===== config.mk =====
export PLATFORM = sky130hd
export DESIGN_NAME = array_feeder
export DESIGN_NICKNAME = d
export VERILOG_FILES = /design/src/rtl/array_feeder.sv
export SDC_FILE = /design/constraint.sdc
export NUM_CORES = 1
export LEC_CHECK = 0
export CORE_MARGIN = 4
export CORE_UTILIZATION = 50
export DETAILED_ROUTE_END_ITERATION = 8
export PLACE_DENSITY = 0.73
export SYNTH_ARGS = -nofsm -noshare
export SYNTH_HDL_FRONTEND = slang
export SYNTH_SLANG_ARGS = --single-unit

===== constraint.sdc =====
create_clock -name clock -period 5.8 [get_ports clock]
set_input_delay 0.58 -clock clock [delete_from_list [all_inputs] [get_ports clock]]
set_output_delay 0.58 -clock clock [all_outputs]
set_load 0.02 [all_outputs]

===== src/rtl/array_feeder.sv =====
// array_feeder: upstream stage for the 5x5 systolic cell array.
// Buffers north-edge beats in a small FIFO, steps the array one beat per cycle,
// sequences drain (flush) and clear/preset commands.
// Optional feature macro: ARRAY_FEEDER_SKEW_EN (wavefront skew on lanes 1..4).
// Ports:
//   clock, reset                 rising-edge clock, synchronous active-high reset
//   s_valid/s_ready/s_in/s_ou    upstream beat handshake and lane data
//   flush, cmd_clear, cmd_preset single-cycle requests
//   arr_in, arr_ou               array edge lanes (registered)
//   arr_enable, arr_set          array step enable and set pulse (registered)
//   arr_reset                    reset OR registered clear pulse
//   busy, drain_done             status; drain_done pulses with the last zero beat
module array_feeder #(
  parameter int unsigned FIFO_DEPTH = 4,
  parameter int unsigned ROWS       = 5
) (
  input  logic       clock,
  input  logic       reset,
  input  logic       s_valid,
  output logic       s_ready,
  input  logic [4:0] s_in,
  input  logic [4:0] s_ou,
  input  logic       flush,
  input  logic       cmd_clear,
  input  logic       cmd_preset,
  output logic [4:0] arr_in,
  output logic [4:0] arr_ou,
  output logic       arr_enable,
  output logic       arr_set,
  output logic       arr_reset,
  output logic       busy,
  output logic       drain_done
);

  localparam int unsigned PtrW = $clog2(FIFO_DEPTH);
  localparam int unsigned CntW = PtrW + 1;
`ifdef ARRAY_FEEDER_SKEW_EN
  // Extra cycles flush the deepest skew lane as well.
  localparam int unsigned DrainLen = ROWS + 4;
`else
  localparam int unsigned DrainLen = ROWS;
`endif
  localparam int unsigned DrainW = $clog2(DrainLen + 1);

  typedef enum logic [1:0] {StIdle, StRun, StDrain} state_e;

  state_e            state_q, state_d;
  logic [CntW-1:0]   count_q, count_d;
  logic [PtrW-1:0]   wr_ptr_q, rd_ptr_q;
  logic [9:0]        mem_q [FIFO_DEPTH];
  logic [DrainW-1:0] drain_cnt_q, drain_cnt_d;
  logic              flush_pend_q, flush_pend_d;
  logic [4:0]        beat_in_q, beat_ou_q;
  logic              en_q, set_q, clr_q, done_q;
  logic              en_d, set_d, clr_d, done_d;
  logic [4:0]        beat_in_d, beat_ou_d;
  logic              push, pop, full, flush_req, start_drain, cmd_ok;

  assign full    = (count_q == CntW'(FIFO_DEPTH));
  assign s_ready = !full && (state_q != StDrain);
  assign push    = s_valid && s_ready;
  assign pop     = (state_q == StRun) && (count_q != '0);
  assign count_d = count_q + CntW'(push) - CntW'(pop);
  assign flush_req = flush_pend_q | flush;
  assign cmd_ok  = (state_q == StIdle) && (count_q == '0);

  always_comb begin
    state_d     = state_q;
    drain_cnt_d = drain_cnt_q;
    start_drain = 1'b0;
    done_d      = 1'b0;
    unique case (state_q)
      StIdle: begin
        // IDLE -> RUN on the registered count, giving the two-cycle latency.
        if (count_q != '0) begin
          state_d = StRun;
        end else if (flush_req && !push) begin
          state_d     = StDrain;
          start_drain = 1'b1;
        end
      end
      StRun: begin
        if (count_d == '0) begin
          if (flush_req) begin
            state_d     = StDrain;
            start_drain = 1'b1;
          end else begin
            state_d = StIdle;
          end
        end
      end
      StDrain: begin
        drain_cnt_d = drain_cnt_q - DrainW'(1);
        if (drain_cnt_q == DrainW'(1)) begin
          state_d = StIdle;
          done_d  = 1'b1;
        end
      end
      default: state_d = StIdle;
    endcase
    if (start_drain) begin
      drain_cnt_d = DrainW'(DrainLen);
    end
    flush_pend_d = flush_req & ~start_drain;
  end

  always_comb begin
    beat_in_d = '0;
    beat_ou_d = '0;
    if (pop) begin
      {beat_in_d, beat_ou_d} = mem_q[rd_ptr_q];
    end
    en_d  = pop | (state_q == StDrain);
    // Clear has priority over preset; both dropped outside empty IDLE.
    clr_d = cmd_clear & cmd_ok;
    set_d = cmd_preset & ~cmd_clear & cmd_ok;
  end

  always_ff @(posedge clock) begin
    if (push) begin
      mem_q[wr_ptr_q] <= {s_in, s_ou};
    end
  end

  always_ff @(posedge clock) begin
    if (reset) begin
      state_q      <= StIdle;
      count_q      <= '0;
      wr_ptr_q     <= '0;
      rd_ptr_q     <= '0;
      drain_cnt_q  <= '0;
      flush_pend_q <= 1'b0;
      beat_in_q    <= '0;
      beat_ou_q    <= '0;
      en_q         <= 1'b0;
      set_q        <= 1'b0;
      clr_q        <= 1'b0;
      done_q       <= 1'b0;
    end else begin
      state_q      <= state_d;
      count_q      <= count_d;
      wr_ptr_q     <= wr_ptr_q + PtrW'(push);
      rd_ptr_q     <= rd_ptr_q + PtrW'(pop);
      drain_cnt_q  <= drain_cnt_d;
      flush_pend_q <= flush_pend_d;
      beat_in_q    <= beat_in_d;
      beat_ou_q    <= beat_ou_d;
      en_q         <= en_d;
      set_q        <= set_d;
      clr_q        <= clr_d;
      done_q       <= done_d;
    end
  end

`ifdef ARRAY_FEEDER_SKEW_EN
  logic [4:0] skew_in, skew_ou;

  assign skew_in[0] = beat_in_q[0];
  assign skew_ou[0] = beat_ou_q[0];

  // Lane j runs through j stages that advance only on enabled array steps.
  for (genvar j = 1; j < 5; j++) begin : g_skew
    localparam int unsigned W = j;
    logic [W-1:0] in_sr_q, ou_sr_q;

    always_ff @(posedge clock) begin
      if (reset) begin
        in_sr_q <= '0;
        ou_sr_q <= '0;
      end else if (en_q) begin
        in_sr_q <= W'({in_sr_q, beat_in_q[j]});
        ou_sr_q <= W'({ou_sr_q, beat_ou_q[j]});
      end
    end

    assign skew_in[j] = in_sr_q[W-1];
    assign skew_ou[j] = ou_sr_q[W-1];
  end

  // Held skew contents are hidden while the array is not stepping.
  assign arr_in = en_q ? skew_in : '0;
  assign arr_ou = en_q ? skew_ou : '0;
`else
  assign arr_in = beat_in_q;
  assign arr_ou = beat_ou_q;
`endif

  assign arr_enable = en_q;
  assign arr_set    = set_q;
  assign arr_reset  = reset | clr_q;
  assign busy       = (state_q != StIdle) || (count_q != '0);
  assign drain_done = done_q;

endmodule


==> results of run 1 <==
-- per-layer routing --
layer,vias to the layer above,wire length (um),part of all wire,GRT usage
met1,712,1830,0.40,0.192
met3,8,234,0.051,0.0734
met2,35,2440,0.53,0.276
met5,-,0,0,0
met4,0,95,0.021,0.0541
li1,687,-,-,-
-- cell usage in the layout (no fill, tap or decap), types with 4 or more instances in the layout --
cell type / count
clkbuf_8: 9
dfxtp_1: 27
nor2_1: 7
clkdlybuf4s50_1: 31
ha_1: 4
edfxtp_1: 40
mux4_2: 10
nor3_1: 4
nor2b_1: 16
-- worst min-delay path: cells and delay by family (launching register included) --
kind,cells,cell delay (ps)
xor gates and xnor gates,1,160
DFF,1,350
and+or+nand+nor,1,40
-- registers in the layout (all words and copies together) (netlist names) --
name / flops
mem_q: 40
arr_in: 5
arr_ou: 5
count_q: 3
drain_cnt_q: 3
rd_ptr_q: 2
state_q: 2
wr_ptr_q: 2
arr_enable: 1
arr_set: 1
clr_q: 1
drain_done: 1
flush_pend_q: 1
-- per-stage QoR --
step | std cells | instance area (um^2)
finish | 273 | 3160
global route | 273 | 3160
CTS | 273 | 3160
detailed placement | 257 | 2960
global placement | 257 | 2960
floorplan | 161 | 2580
-- layout make-up --
class                      instances  area, um^2  area share
clock buffer                       9         124      0.0392
inverter                           4        15.0     0.00475
sequential                        67        1740       0.551
timing repair buffer              34         333       0.105
tap                               67        83.8      0.0265
clock inverter                     7        76.3      0.0241
multi-input combinational         85         790       0.250
-- kinds of logic (layout without fill, tap and decap cells) --
kind of cell             after synthesis  after routing
XOR/XNOR                               5              5
AO/OA/AOI/OAI                         13             13
multiplexers                          12             12
flip-flops                            67             67
AND/OR/NAND/NOR                       50             50
adder cells (fa/ha/maj)                5              5
buffers and inverters                  9             54
-- power groups by stage --
| stage | clock (W) | sequential [W] | combinational (W) |
|---|---|---|---|
| CTS | 0.000391 | 0.000659 | 0.000405 |
| detailed placement | 0 | 0.000668 | 0.000398 |
| global route | 0.000409 | 0.000671 | 0.000438 |
| floorplan | 0 | 0.000658 | 0.000278 |
| global placement | 0 | 0.000662 | 0.000386 |
| finish | 0.000382 | 0.000658 | 0.000402 |
-- final timing paths --
check              start             end  cells after the start
max                reset       arr_reset                      3
min          wr_ptr_q[1]     wr_ptr_q[1]                      2
max reg2reg   count_q[1]  drain_cnt_q[1]                     10
min reg2reg  wr_ptr_q[1]     wr_ptr_q[1]                      2
==> impl_metrics.json, run 1 <==
{
  "path_common_cell": "clkdlybuf4s50_1",
  "power.leakage_nw": 1.07,
  "startpoint_type": "primary input",
  "fin_setup_tns_ps": 0,
  "crit_buf_inv": 2,
  "path_delay_family": "buffers and inverters",
  "combPwrFrac": 0.279,
  "power_frac_seq": 0.456,
  "hold_class": "flip-flop to flip-flop",
  "grt_pass1_wl_um": 7570,
  "final_nets": 222,
  "viasPerCell": 5.28,
  "hold_buffers": 0,
  "avgSynthCellArea_um2": 16.0,
  "setup_viol": 0,
  "finClkSkew_ps": 10.7,
  "post_cts_buffers": 0,
  "power.share.switching": 0.300,
  "timing.fmax_ghz": 0.334,
  "yosysWarningCount": 0,
  "drcViolationCount": 0,
  "syn2layout_area_growth_pct": 22.7,
  "rsz0062_at_grt": "false",
  "status": "completed",
  "core_area_mm2": 0.00485,
  "drive_above_1_share": 0.180,
  "max_slew_margin": 0.481,
  "routabilityCongestion": 0.807,
  "clock_path_buffers": 2,
  "first_iter_violations": 47,
  "cts.sinks": 67,
  "power.internal_w": 0.00101,
  "synth_top_family_by_area": "simple AND/OR/NAND/NOR gates",
  "grt_pass1_vias": 1508,
  "fin_crit_ps": 3000,
  "overflow": 0,
  "slowest_stage": "clkdlybuf4s50_1",
  "clk_latency_ps": 350,
  "wl_per_cell_um": 16.9,
  "start_util": 0.532,
  "die_w_um": 79.8,
  "finalMaxSlewViolations": 0,
  "yosys-top-cells-count": "40 x edfxtp_1, 27 x dfxtp_1, 16 x nor2b_1",
  "r2r_slack_ps": 3020,
  "cts_tree": "built",
  "syn_inst": 161,
  "hold_violations": 0,
  "ys_seq_area_frac": 0.676,
  "wl_um": 4600,
  "path_clk_slew_ps": 70,
  "setup.worst_path.class": "primary input to output port",
  "async_flop_share": 0,
  "antenna_left": 0,
  "yosys.area_share.simple": 0.126,
  "synth_seq_cells": 67,
  "dp_hpwl_um": 3050,
  "synthesis.area_mm2": 0.00258,
  "cp-end-kind": "output port",
  "synth_fa_ha_area_frac": 0.0272,
  "p_sw_w": 0.000433,
  "ys_top_cells_by_area": "edfxtp_1 47%, dfxtp_1 21%, mux4_2 8.7%",
  "crit_chain": "clkdlybuf4s50_1, or2_2, clkdlybuf4s50_1",
  "critPathArrivalTime_ps": 2420,
  "die_area_mm2": 0.00637,
  "cts_max_level": 3,
  "synth_mux_area_frac": 0.0961,
  "worst_slew_pin_slew_ps": 776,
  "ir_drop_mv": 0.326,
  "synth_compound_area_frac": 0.0340,
  "yosys.area_share.xor_xnor": 0.0228,
  "clock_power_share": 0.265,
  "synth_nets": 182,
  "vias": 1442,
  "fin_crit_sh": 0.517,
  "finalPower_w": 0.00144,
  "drt_first_pass_iters": 4,
  "pre_cts_slack_ps": 2790,
  "grt_max_degree": 21,
  "core.rowCount": 25,
  "timing.hold.ws_ps": 588,
  "fill_cells": 349,
  "yosys.area.top_type_share": 0.466,
  "layout_setup_ws_ps": 2800,
  "synth_edf_count": 40,
  "ios": 32,
  "cts_root_buf": "clkbuf_8",
  "synth.largest_area_cell": "edfxtp_1",
  "numCtsBuffers": 9,
  "die_height_um": 79.8,
  "synth.most_common_cell": "edfxtp_1",
  "critPathRequiredTime_ps": 5220,
  "yosys_most_used_dff": "edfxtp_1",
  "ctsResizeCount": 0,
  "grtUsageTotal": 0.166,
  "yosysUniqueCellTypes": 42,
  "drv_cap": 0,
  "final_util": 0.652,
  "n_antenna_cell": 0,
  "powerDensity_mw_per_mm2": 456,
  "antenna_found_initial": 0,
  "cp_max_fo": 20,
  "max_stage_delay_ps": 810,
  "io_buffers": 31
}
Note: power is estimated with default switching activity, not from simulation.
==> run 2: changes to the inputs <==
--- a/config.mk
+++ b/config.mk
@@ -6,9 +6,9 @@
 export NUM_CORES = 1
 export LEC_CHECK = 0
 export CORE_MARGIN = 4
-export CORE_UTILIZATION = 50
+export CORE_UTILIZATION = 49
 export DETAILED_ROUTE_END_ITERATION = 8
-export PLACE_DENSITY = 0.73
+export PLACE_DENSITY = 0.75
 export SYNTH_ARGS = -nofsm -noshare
 export SYNTH_HDL_FRONTEND = slang
 export SYNTH_SLANG_ARGS = --single-unit
==> constraint.sdc (replaced) <==
create_clock -name clock -period 2.59 [get_ports clock]
set_input_delay 0.259 -clock clock [delete_from_list [all_inputs] [get_ports clock]]
set_output_delay 0.259 -clock clock [all_outputs]
set_load 0.02 [all_outputs]
==> impl_metrics.json, run 2 (synthesis results as in run 1) <==
{
  "status": "completed",
  "fill_cells": 351,
  "dp_hpwl_um": 3040,
  "first_iter_violations": 72,
  "core_area_mm2": 0.00511,
  "grt_max_degree": 20,
  "slowest_stage": "fa_1",
  "cp_max_fo": 5,
  "power.internal_w": 0.00254,
  "final_nets": 228,
  "crit_buf_inv": 2,
  "routabilityCongestion": 0.893,
  "critPathRequiredTime_ps": 2810,
  "start_util": 0.505,
  "power.share.switching": 0.275,
  "cts_root_buf": "clkbuf_8",
  "largest_reg_flops": 40,
  "combPwrFrac": 0.283,
  "path_depth": 10,
  "max_stage_delay_ps": 590,
  "hold_violations": 0,
  "power_frac_seq": 0.423,
  "endpoint": "flush_pend_q",
  "top_register": "mem_q",
  "max_slew_margin": 0.479,
  "drv_cap": 0,
  "numCtsBuffers": 9,
  "cts_max_level": 3,
  "top_layer_used": "met4",
  "clock_path_buffers": 2,
  "drt_first_pass_iters": 4,
  "die_height_um": 80.5,
  "final_cells": 282,
  "drt-met1-wl_um": 1930,
  "final_common_cell": "edfxtp_1",
  "placedCellCount": 264,
  "viasPerCell": 5.29,
  "cts_tree": "built",
  "startpoint_type": "flip-flop",
  "n_antenna_cell": 0,
  "setup.worst_path.class": "flip-flop to flip-flop",
  "path_clk_slew_ps": 70,
  "die_w_um": 80.5,
  "path_delay_family": "simple AND/OR/NAND/NOR gates",
  "crit_chain": "or3b_4, nand3_2, inv_2, xnor2_1, ha_1, inv_1, fa_1, nor4bb_2, a22o_1, a21boi_1",
  "p_sw_w": 0.000962,
  "wl_per_cell_um": 16.4,
  "ios": 32,
  "route.met2.wl_um": 2400,
  "critPathLaunch": "count_q[1]",
  "antenna_found_initial": 0,
  "fin_setup_tns_ps": 0,
  "r2r_cells": 10,
  "die_area_mm2": 0.00648,
  "io_buffers": 31,
  "core.rowCount": 26,
  "r2r_slack_ps": 90,
  "ir_drop_mv": 0.604,
  "r2r-start": "count_q[1]",
  "overflow": 0,
  "clock_power_share": 0.294,
  "fin_crit_sh": 0.967,
  "power.leakage_nw": 1.13,
  "setup_viol": 0,
  "worst_slew_pin_slew_ps": 780,
  "drive_above_1_share": 0.236,
  "syn2layout_area_growth_pct": 27.1,
  "wl_um": 4640,
  "timing.fmax_ghz": 0.399,
  "finalMaxSlewViolations": 0,
  "clk_latency_ps": 330,
  "fin_crit_ps": 2500,
  "cp-end-kind": "flip-flop",
  "hold_class": "primary input to flip-flop",
  "cts.sinks": 67,
  "grt_pass1_wl_um": 7070,
  "antenna_left": 0,
  "vias": 1491,
  "powerDensity_mw_per_mm2": 1070,
  "r2r-end": "flush_pend_q",
  "finClkSkew_ps": 6.90,
  "grtUsageTotal": 0.152,
  "wl_met3_um": 222,
  "drcViolationCount": 0,
  "critPathArrivalTime_ps": 2720,
  "mostFrequentLayoutCells": "40 x edfxtp_1, 31 x clkdlybuf4s50_1, 25 x dfxtp_1, 15 x nor2b_1",
  "grt_pass1_vias": 1496
}
run 2: cell count changes in the layout (fill, tap and decap cells not counted), sizes merged:
cell      previous run  this run
clkbuf               9        11
buf                  3         9
inv                  6         4
bufinv               1         3
clkinv               3         2
clkinvlp             1         0
run 2: what timing repair did:
| action | in CTS | in global routing |
|---|---|---|
| endpoints found under the setup margin | 1 | 5 |
| buffers inserted | 0 | 2 |
| pin swaps | 1 | 3 |
| gates resized for setup | 0 | 7 |
| hold endpoints to repair | 0 | 0 |
| hold buffers | 0 | 0 |
| cloned | 0 | 0 |
run 2: power by group through the flow:
stage	combinational, W	sequential [W]	clock [W]
final	0.000989	0.00148	0.00103
after detailed placement	0.000924	0.00150	0
after floorplan	0.000622	0.00147	0
after CTS	0.000925	0.00148	0.00105
after global routing	0.00106	0.00150	0.00110
after global placement	0.000887	0.00148	0
run 2: layout make-up:
| cell class | count | area, um^2 | area share |
|---|---|---|---|
| inverters | 4 | 15.0 | 0.00458 |
| multi-input cells | 85 | 811 | 0.247 |
| repair buffers | 40 | 378 | 0.115 |
| clock inverters | 5 | 100 | 0.0305 |
| well taps | 70 | 87.6 | 0.0267 |
| clock buffers | 11 | 141 | 0.0431 |
| flip-flops and latches | 67 | 1740 | 0.532 |
run 2: worst min path at each step:
stage / start / end / slack [ps] / cells past startpoint
after floorplan: cmd_clear / arr_set / 330 / 1
after detailed placement: wr_ptr_q[1] / wr_ptr_q[1] / 570 / 2
after global placement: wr_ptr_q[1] / wr_ptr_q[1] / 560 / 2
after CTS: cmd_preset / arr_set / 490 / 2
final: cmd_preset / arr_set / 500 / 2
after global routing: cmd_preset / arr_set / 500 / 2
run 2: stage by stage:
step	cell area (um^2)	power, W	hold WS [ps]	setup slack (ps)	utilization
6_report	3280	0.00350	502	86.5	0.642
5_1_grt	3280	0.00366	497	-58.3	0.642
4_1_cts	3240	0.00345	493	62.4	0.634
3_5_place_dp	3000	0.00242	569	-40.9	0.587
3_3_place_gp	3000	0.00237	560	78.7	0.587
2_1_floorplan	2580	0.00209	330	100	-
run 2: worst register-to-register path, delay by kind of cell (launching register included):
| family | cells | cell delay, ps |
|---|---|---|
| adders and majority gates | 2 | 750 |
| AOI/OAI and AO/OA | 2 | 270 |
| xor gates and xnor gates | 1 | 150 |
| DFF | 1 | 350 |
| and+or+nand+nor | 3 | 750 |
| buffers and inverters | 2 | 110 |
run 2: routing by layer:
| metal | up-vias | track usage |
|---|---|---|
| met2 | 47 | 0.257 |
| met5 | - | 0 |
| met4 | 0 | 0.0861 |
| met3 | 8 | 0.0381 |
| met1 | 738 | 0.174 |
| li1 | 698 | - |
